[src/rtl/composite_video_timing.sv]
// PAL/NTSC composite timing generator: tick/line counters, per-line waveform
// classification and registered sync, luma, field and frame-buffer row address.
module composite_video_timing #(
    parameter int TICKS_PER_USEC = 159,
    parameter int PIXELS         = 300,
    parameter int GRAY_BITS      = 2,
    parameter int ACTIVE_LINES   = 512,
    parameter int BLANK_LINES    = 68
) (
    input  logic                        clk,
    input  logic                        rst,
    input  logic                        mode_i,
    input  logic [PIXELS*GRAY_BITS-1:0] line_data,
    output logic [9:0]                  line_addr,
    output logic                        out_sync,
    output logic [GRAY_BITS-1:0]        out_luma,
    output logic                        field,
    output logic                        frame_start,
    output logic                        mode_active
);
    localparam int T        = TICKS_PER_USEC;
    localparam int LINE_P_I = 64 * T;
    localparam int LINE_N_I = (127 * T) / 2;
    localparam int ACT_I    = (1195 * T) / 100;

    localparam logic [15:0] LINE_PAL  = 16'(LINE_P_I);
    localparam logic [15:0] LINE_NTSC = 16'(LINE_N_I);
    localparam logic [15:0] HALF_PAL  = 16'(LINE_P_I / 2);
    localparam logic [15:0] HALF_NTSC = 16'(LINE_N_I / 2);
    localparam logic [15:0] FP        = 16'((165 * T) / 100);
    localparam logic [15:0] HS        = 16'((470 * T) / 100);
    localparam logic [15:0] SS        = 16'((235 * T) / 100);
    localparam logic [15:0] ACT       = 16'(ACT_I);
    localparam logic [15:0] TPP_PAL   = 16'((LINE_P_I - ACT_I) / PIXELS);
    localparam logic [15:0] TPP_NTSC  = 16'((LINE_N_I - ACT_I) / PIXELS);
    localparam int          XW        = $clog2(PIXELS + 1);
    localparam logic [XW-1:0] PX_END  = XW'(PIXELS);
    localparam logic [10:0] Y_LO      = 11'(BLANK_LINES);
    localparam logic [10:0] Y_HI      = 11'(BLANK_LINES + ACTIVE_LINES);

    logic [15:0]          tick_r;
    logic [9:0]           line_r;
    logic                 mode_r;
    logic [XW-1:0]        px_r;
    logic [15:0]          div_r;

    logic                 mode_cur_s;
    logic [15:0]          line_len_s;
    logic [15:0]          half_s;
    logic [15:0]          tpp_s;
    logic [9:0]           last_line_s;
    logic                 active_s;
    logic                 odd_s;
    logic                 field_s;
    logic                 first_long_s;
    logic                 second_long_s;
    logic [9:0]           rel_s;
    logic [10:0]          y_s;
    logic                 in_win_s;
    logic [9:0]           addr_s;
    logic [15:0]          off_s;
    logic                 long_s;
    logic                 sync_s;
    logic [GRAY_BITS-1:0] luma_s;
    int                   px_base_s;

    // The mode is sampled only when the frame (re)starts at line 1 tick 0
    assign mode_cur_s  = (line_r == 10'd1 && tick_r == 16'd0) ? mode_i : mode_r;
    assign line_len_s  = mode_cur_s ? LINE_NTSC : LINE_PAL;
    assign half_s      = mode_cur_s ? HALF_NTSC : HALF_PAL;
    assign tpp_s       = mode_cur_s ? TPP_NTSC : TPP_PAL;
    assign last_line_s = mode_cur_s ? 10'd525 : 10'd625;

    // Tick/line counters, mode latch and pixel divider
    always_ff @(posedge clk or posedge rst) begin
        if (rst) begin
            tick_r <= 16'd0;
            line_r <= 10'd1;
            mode_r <= 1'b0;
            px_r   <= '0;
            div_r  <= 16'd0;
        end else begin
            mode_r <= mode_cur_s;
            if (tick_r == line_len_s - 16'd1) begin
                tick_r <= 16'd0;
                if (line_r == last_line_s) begin
                    line_r <= 10'd1;
                end else begin
                    line_r <= line_r + 10'd1;
                end
            end else begin
                tick_r <= tick_r + 16'd1;
                line_r <= line_r;
            end
            if (tick_r == ACT - 16'd1) begin
                px_r  <= '0;
                div_r <= 16'd0;
            end else if (px_r == PX_END) begin
                px_r  <= px_r;
                div_r <= div_r;
            end else if (div_r == tpp_s - 16'd1) begin
                px_r  <= px_r + XW'(1);
                div_r <= 16'd0;
            end else begin
                px_r  <= px_r;
                div_r <= div_r + 16'd1;
            end
        end
    end

    // Line classification: picture line (with field-relative row) or half-line sync pattern
    always_comb begin
        active_s      = 1'b0;
        odd_s         = 1'b0;
        first_long_s  = 1'b0;
        second_long_s = 1'b0;
        rel_s         = 10'd0;
        if (mode_cur_s == 1'b0) begin
            field_s = (line_r >= 10'd314);
            if (line_r >= 10'd6 && line_r <= 10'd310) begin
                active_s = 1'b1;
                odd_s    = 1'b1;
                rel_s    = line_r - 10'd6;
            end else if (line_r >= 10'd318 && line_r <= 10'd622) begin
                active_s = 1'b1;
                rel_s    = line_r - 10'd318;
            end else begin
                first_long_s  = (line_r <= 10'd3) || (line_r == 10'd314) || (line_r == 10'd315);
                second_long_s = (line_r <= 10'd2) || (line_r >= 10'd313 && line_r <= 10'd315);
            end
        end else begin
            field_s = (line_r >= 10'd264);
            if (line_r >= 10'd10 && line_r <= 10'd263) begin
                active_s = 1'b1;
                odd_s    = 1'b1;
                rel_s    = line_r - 10'd10;
            end else if (line_r >= 10'd273) begin
                active_s = 1'b1;
                rel_s    = line_r - 10'd273;
            end else begin
                first_long_s  = (line_r >= 10'd4 && line_r <= 10'd6) ||
                                (line_r >= 10'd267 && line_r <= 10'd269);
                second_long_s = first_long_s;
            end
        end
    end

    assign y_s      = {rel_s, odd_s};
    assign in_win_s = active_s && (y_s >= Y_LO) && (y_s < Y_HI);
    assign addr_s   = in_win_s ? 10'(y_s - Y_LO) : 10'd0;

    // Sync and luma level for the current tick
    always_comb begin
        sync_s    = 1'b0;
        luma_s    = '0;
        px_base_s = 0;
        if (tick_r >= half_s) begin
            off_s  = tick_r - half_s;
            long_s = second_long_s;
        end else begin
            off_s  = tick_r;
            long_s = first_long_s;
        end
        if (active_s) begin
            if (tick_r >= FP && tick_r < FP + HS) begin
                sync_s = 1'b1;
            end else if (tick_r >= ACT && px_r < PX_END && in_win_s) begin
                px_base_s = int'(px_r) * GRAY_BITS;
                luma_s    = line_data[px_base_s +: GRAY_BITS];
            end else begin
                luma_s = '0;
            end
        end else begin
            if (long_s) begin
                sync_s = (off_s < half_s - HS);
            end else begin
                sync_s = (off_s < SS);
            end
        end
    end

    // Registered outputs, one cycle behind the tick/line that decides them
    always_ff @(posedge clk or posedge rst) begin
        if (rst) begin
            out_sync    <= 1'b1;
            out_luma    <= '0;
            line_addr   <= 10'd0;
            field       <= 1'b0;
            frame_start <= 1'b0;
            mode_active <= 1'b0;
        end else begin
            out_sync    <= sync_s;
            out_luma    <= luma_s;
            field       <= field_s;
            frame_start <= (line_r == 10'd1 && tick_r == 16'd0);
            mode_active <= mode_cur_s;
            if (tick_r < FP) begin
                line_addr <= addr_s;
            end else begin
                line_addr <= line_addr;
            end
        end
    end
endmodule

[config.mk]
export PLATFORM = sky130hd
export DESIGN_NAME = composite_video_timing
export DESIGN_NICKNAME = d
export VERILOG_FILES = /design/src/rtl/composite_video_timing.sv
export SDC_FILE = /design/constraint.sdc
export NUM_CORES = 1
export LEC_CHECK = 0
export ABC_AREA = 1
export CORE_AREA = 8 8 235 237
export DETAILED_ROUTE_END_ITERATION = 6
export DIE_AREA = 0 0 243 245
export PLACE_DENSITY = 0.51
export SLEW_MARGIN = 20
export SYNTH_ARGS = -nofsm -noshare
export SYNTH_HDL_FRONTEND = slang
export SYNTH_SLANG_ARGS = --single-unit
[constraint.sdc]
create_clock -name clk -period 7 [get_ports clk]
set_clock_uncertainty 0.1 [all_clocks]
set_input_delay 0.7 -clock clk [delete_from_list [all_inputs] [get_ports clk]]
set_output_delay 0.7 -clock clk [all_outputs]
set_load 0.05 [all_outputs]
==> results of run 1 <==
[cells in the final DEF, fill, tap and decap left out, types with 24 or more instances in the layout]
cell type,Yosys,layout
nand2_1,701,701
clkdlybuf4s50_1,0,618
a21oi_1,235,235
nand3_1,230,230
nor2_1,191,190
inv_1,111,108
o21ai_0,97,97
dfrtp_1,65,62
a22oi_1,49,49
xor2_1,31,31
nor3_1,28,28
ha_1,24,24
[routing by layer]
layer	vias up	track usage (%)	share of wire, %	wire length [um]
met1	8210	31.15	41	32830
met3	78	5.130	6.4	5160
met4	6	5.166	1.7	1355
li1	8216	-	-	-
met2	637	46.17	51	41620
met5	-	0	0.051	41
[path summary, 6_finish.rpt]
kind                                    from            to  slack [ns]  depth (start not counted)
worst max-delay path               line_r[1]      out_sync        2.53                         26
worst min-delay path            line_addr[7]  line_addr[7]        0.39                          2
worst max register to register     line_r[1]      out_sync        2.53                         26
worst min register to register  line_addr[7]  line_addr[7]        0.39                          2
max in group asynchronous                rst       px_r[1]        5.14                          3
min in group asynchronous                rst  line_addr[7]        0.81                          3
[synthesized netlist by cell type, types with 6 or more instances]
library cell,number,area [sq um]
a21oi_1,235,1176
a22o_1,12,105.1
a22oi_1,49,367.9
a31oi_1,7,43.79
a32o_1,13,130.1
buf_1,15,56.30
buf_2,16,80.08
buf_4,10,75.07
clkbuf_1,97,364.1
dfrtp_1,65,1627
ha_1,24,300.3
inv_1,111,416.7
inv_2,13,48.80
nand2_1,701,2631
nand2_2,14,87.58
nand3_1,230,1151
nand3_2,10,100.1
nand3b_1,8,60.06
nand4_1,22,137.6
nor2_1,191,716.9
nor2_2,14,87.58
nor3_1,28,140.1
nor4_1,6,37.54
o211ai_1,18,135.1
o21ai_0,97,485.5
o221ai_1,7,61.31
o22ai_1,22,137.6
o311ai_0,7,61.31
o31ai_1,6,45.04
or2_2,8,50.05
xor2_1,31,271.5
[report_power, final]
group          total (uW)  switching [uW]  internal, uW
clock network         544             217           327
logic                 457             125           332
registers             387               0           387
[flip-flops by register name, summed over array words and instances (netlist names)]
signal and flops:
div_r 16, field 1, frame_start 1, line_addr 10
line_r 10, mode_active 1, out_luma 2, out_sync 1
px_r 9, tick_r 16
[critical path: cells and delay by family, from the launching register on]
kind,cells,cell delay [ns]
simple gates,18,1.98
flops,1,0.53
buf+inv,3,0.47
fa+ha+maj,3,1.01
compound gates,2,0.33
[stage by stage]
stage | setup slack [ns] | cells | utilization [%]
3_5_place_dp | 2.614 | 3312 | 35.16
4_1_cts | 2.583 | 3328 | 35.81
5_1_grt | 2.202 | 3334 | 35.84
3_3_place_gp | 2.685 | 3312 | 35.16
2_1_floorplan | 3.343 | 2138 | -
6_report | 2.533 | 3335 | 35.84
[layout make-up]
cell class	instances	share of cell area (%)
Timing Repair Buffer	630	33.86
Sequential cell	67	9.107
Multi-Input combinational cell	1793	47.63
Clock buffer	10	1.289
Clock inverter	6	0.5131
Antenna cell	7	0.09451
Inverter	134	2.862
Tap cell	688	4.645
[cells by family after synthesis]
family | Yosys count
AOI/OAI and AO/OA | 492
xor gates and xnor gates | 31
adders and majority gates | 25
buffers and inverters | 278
DFF | 67
and+or+nand+nor | 1245
==> out/qor.txt, run 1 <==
status: complete, no violations
antenna-violating nets left: 0
max incr delay on CP: 0.53 ns
DIE WIDTH: 243 um
GP Congestion: 0.9677
Fmax: 223.8 MHz
Critical-path top delay cell: dfrtp_1
Initial Util: 22.54%
first drt pass iteration count: 5
total gr overflow: 0
Power per Cell Area: 74.89 nW/um^2
Min Hold Slack: 0.3871 ns
DRC: 0
die footprint: 59540 sq um
CP Class: register to register
Synth Instances: 2138
critical path arrival: 4.66 ns
largest net degree at the start of global routing: 146
number of global-route vias before repair: 16465
total clock buffers created by CTS: 9
Synth Flop Type: dfrtp_1
TNS Setup: 0 ns
unrepaired setup endpoints after global routing: no
EDFF count, synth: 0
layout cell share with drive strength beyond 1: 4.394%
cell area after layout: 18530 sq um
number of placement rows: 84
CTS H-Tree Depth: 3
Leakage: 0.007711 uW
Mapped Area: 11650 sq um
drt via density: 5.142
Period Utilization, post-route: 63.82%
Final min period: 4.467 ns
total wire length: 81.01 mm
Multi-input gate area: 8827 sq um
Yosys reg bits: 67
Max FO, Critical Path: 25
final setup vio count: 0
Synth Area in Simple Gates: 45.76%
final hold viol count: 0
Total Power: 1388 uW
VDD IR-drop max: 88.96 uV
CTS tree: yes
register area: 1688 sq um
Synthesis Warnings: 0
layout filler cell count: 5746
Worst-Margin Slew: 1.155 ns
Post-Synth XOR/XNOR Area: 2.330%
Synth Area in Compound Gates: 24.84%
post-synth net total: 2766
Synth-to-Final Area Change: 59.04%
Final Slew Violations: 0
# clock sinks: 67
root buf cell: clkbuf_16
# Max-Cap Violations: 0
CP required: 7.19 ns
Post-Syn Area per Cell: 5.451 sq um
PostCTS Resize Cnt: 0
Yosys cell types: 56
critical path endpoint category: register
GRT Resource Usage Total: 25.56%
Synth Area in Adders: 2.749%
CTS max path bufs: 2
first-pass GRT wire length: 116.3 mm
vias: 17147
routed len/inst: 24.29 um
crit start category: register
die height: 245 um
clk_lat worst skew: 0.35 ns
core area: 51710 sq um
Placed Area: 18180 sq um
Port Buffer Count: 618
Clock transition at path regs: 0.08 ns
register area share after synthesis: 14.41%
Ports: 619
Rel. slew slack: 23.01%
Post CTS Setup Buffer Count: 0
DP Wirelength: 64.68 mm
hold-fix buffers at CTS: 0
initial antenna violation count: 12
initial DRC count: 1417
final net count: 3263
mux cell area share after synthesis: 0%
largest family of logic cells by synthesized area: simple AND/OR/NAND/NOR gates
asr flop ratio synth: 100.0%
Hold Path Class: register to register
CP dominant cell by count: nand2_1
(Power assumes the default switching activity.)
==> run 2: changes to the inputs <==
--- a/config.mk
+++ b/config.mk
@@ -6,10 +6,10 @@
 export NUM_CORES = 1
 export LEC_CHECK = 0
 export ABC_AREA = 1
-export CORE_AREA = 8 8 235 237
+export CORE_AREA = 8 8 234 236
 export DETAILED_ROUTE_END_ITERATION = 6
-export DIE_AREA = 0 0 243 245
-export PLACE_DENSITY = 0.51
+export DIE_AREA = 0 0 242 244
+export PLACE_DENSITY = 0.54
 export SLEW_MARGIN = 20
 export SYNTH_ARGS = -nofsm -noshare
 export SYNTH_HDL_FRONTEND = slang
==> constraint.sdc (replaced) <==
create_clock -name clk -period 3.7 [get_ports clk]
set_clock_uncertainty 0.1 [all_clocks]
set_input_delay 0.37 -clock clk [delete_from_list [all_inputs] [get_ports clk]]
set_output_delay 0.37 -clock clk [all_outputs]
set_load 0.05 [all_outputs]
==> run 2 against run 1 <==
  * Combinational power grew 90%
  * Wire length grew 1.3%
  * Non-clock buffer count grew 53
  * Setup slack lost 2.2 ns
  * Via count grew 0.27%
  * Flip-flop and latch count is the same
  * Core utilization grew 1.5 points
==> out/qor.txt, run 2 (same netlist as run 1, synthesis figures left out) <==
core area: 50890 sq um
crit-path cells: inv_1 -> ha_2 -> nand4_1 -> nor2_1 -> nand3_1 -> nand2_1 -> nand2_2 -> ha_1 -> inv_1 -> nor3_1 -> nand4_1 -> nand3_4 -> nand3_1 -> nand2_1 -> inv_1 -> ha_1 -> a21oi_1 -> or2_0 -> nand3_1 -> nand2_1 -> nand2_1 -> nand2_1
final net count: 3316
Critical-path top delay cell: dfrtp_1
final core occ: 37.35%
Worst-Margin Slew: 0.8126 ns
final hold viol count: 0
VDD IR-drop max: 233.7 uV
status: complete, no violations
layout filler cell count: 5568
Comb pwr share: 34.2%
Min Hold Slack: 0.2772 ns
DRC: 0
vias: 17194
die footprint: 59050 sq um
Synth-to-Final Area Change: 63.09%
# clock sinks: 67
max incr delay on CP: 0.39 ns
crit start category: register
CP dominant cell by count: nand2_1
Total Power: 2547 uW
Port Buffer Count: 618
total clock buffers created by CTS: 9
drt via density: 5.090
layout cell share with drive strength beyond 1: 6.573%
critical path endpoint category: register
Ports: 619
root buf cell: clkbuf_16
CTS H-Tree Depth: 3
Fmax: 293.1 MHz
critical path arrival: 3.60 ns
CTS max path bufs: 2
first drt pass iteration count: 6
CTS tree: yes
commonest cells after routing, fill and taps aside: 701 x nand2_1, 618 x clkdlybuf4s50_1, 235 x a21oi_1
internal power: 1896 uW
total wire length: 82.09 mm
DIE WIDTH: 242 um
unrepaired setup endpoints after global routing: no
CP Class: register to register
total gr overflow: 0
initial DRC count: 1431
initial antenna violation count: 8
first-pass GRT wire length: 118.4 mm
die height: 244 um
Clock transition at path regs: 0.07 ns
PostCTS Resize Cnt: 0
GP Congestion: 0.9731
switching pwr: 650.8 uW
# Max-Cap Violations: 0
CP required: 3.88 ns
final setup vio count: 0
number of placement rows: 83
Post CTS Setup Buffer Count: 0
hold-fix buffers at CTS: 0
Clock Power Share: 37.1%
most common library cell in the layout ignoring fill and taps: nand2_1
number of global-route vias before repair: 16969
Rel. slew slack: 45.82%
DP Wirelength: 67.27 mm
Initial Util: 22.90%
Power per Cell Area: 134.0 nW/um^2
Leakage: 0.007992 uW
Final Slew Violations: 0
Sequential Power Share: 28.7%
register area: 1689 sq um
clk_lat worst skew: 0.35 ns
Max FO, Critical Path: 10
Hold Path Class: input pin to asynchronous set/reset pin
largest registers: div_r (16), tick_r (16)
largest net degree at the start of global routing: 141
Final min period: 3.412 ns
sw frac: 25.55%
GRT Resource Usage Total: 26.16%
Period Utilization, post-route: 92.23%
TNS Setup: 0 ns
Multi-input gate area: 8853 sq um
routed len/inst: 24.30 um
antenna-violating nets left: 0
run 2: changes by cell type in the layout (fill, tap and decap cells not counted), sizes merged:
cell    delta
clkbuf     -1
bufinv     -1
clkinv     +1
inv        +1
diode      -2
buf       +53
run 2: routing by layer:
metal	wire length, um	vias to the layer above	track usage (%)
li1	-	8328	-
met1	33160	8227	31.59
met2	42840	577	48.89
met3	4594	60	3.968
met4	1478	2	4.771
met5	13	-	0
run 2: layout make-up:
cell class,instances,area share (%)
clock buffers,9,1.185
clock inverters,7,0.4345
repair buffers,683,35.58
well taps,680,4.477
inverters,134,2.791
diodes,5,0.06583
multi-input cells,1793,46.58
flip-flops and latches,67,8.887
run 2: through the flow:
step	instance area, sq um	cells	worst slack, ns
after floorplan	11650	2138	0.04295
after CTS	18970	3373	0.09090
after global routing	19000	3377	0.03125
final	19010	3378	0.2876
after detailed placement	18660	3357	0.1210
after global placement	18660	3357	0.04282
run 2: power groups by stage:
stage	registers, uW	logic, uW	clock network [uW]
2_1_floorplan	746	140	0
3_3_place_gp	746	863	0
3_5_place_dp	746	863	0
4_1_cts	732	872	973
5_1_grt	732	924	1000
6_report	732	870	945
run 2: worst paths after layout:
path	startpoint	slack (ns)	cells after the start	end
hold reg to reg	line_addr[4]	0.39	2	line_addr[4]
setup / recovery	tick_r[0]	0.29	22	out_sync
max in group asynchronous	rst	2.77	3	px_r[0]
min in group clk	line_addr[4]	0.39	2	line_addr[4]
setup reg to reg	tick_r[0]	0.29	22	out_sync
hold / removal	rst	0.28	3	line_addr[5]
run 2: worst max-delay path, delay by kind of cell (launching register included):
kind | cells | cell delay [ns]
AO/OA/AOI/OAI | 1 | 0.06
adder cells (fa/ha/maj) | 3 | 0.82
buffers and inverters | 3 | 0.22
flip-flops | 1 | 0.39
AND/OR/NAND/NOR | 15 | 1.74
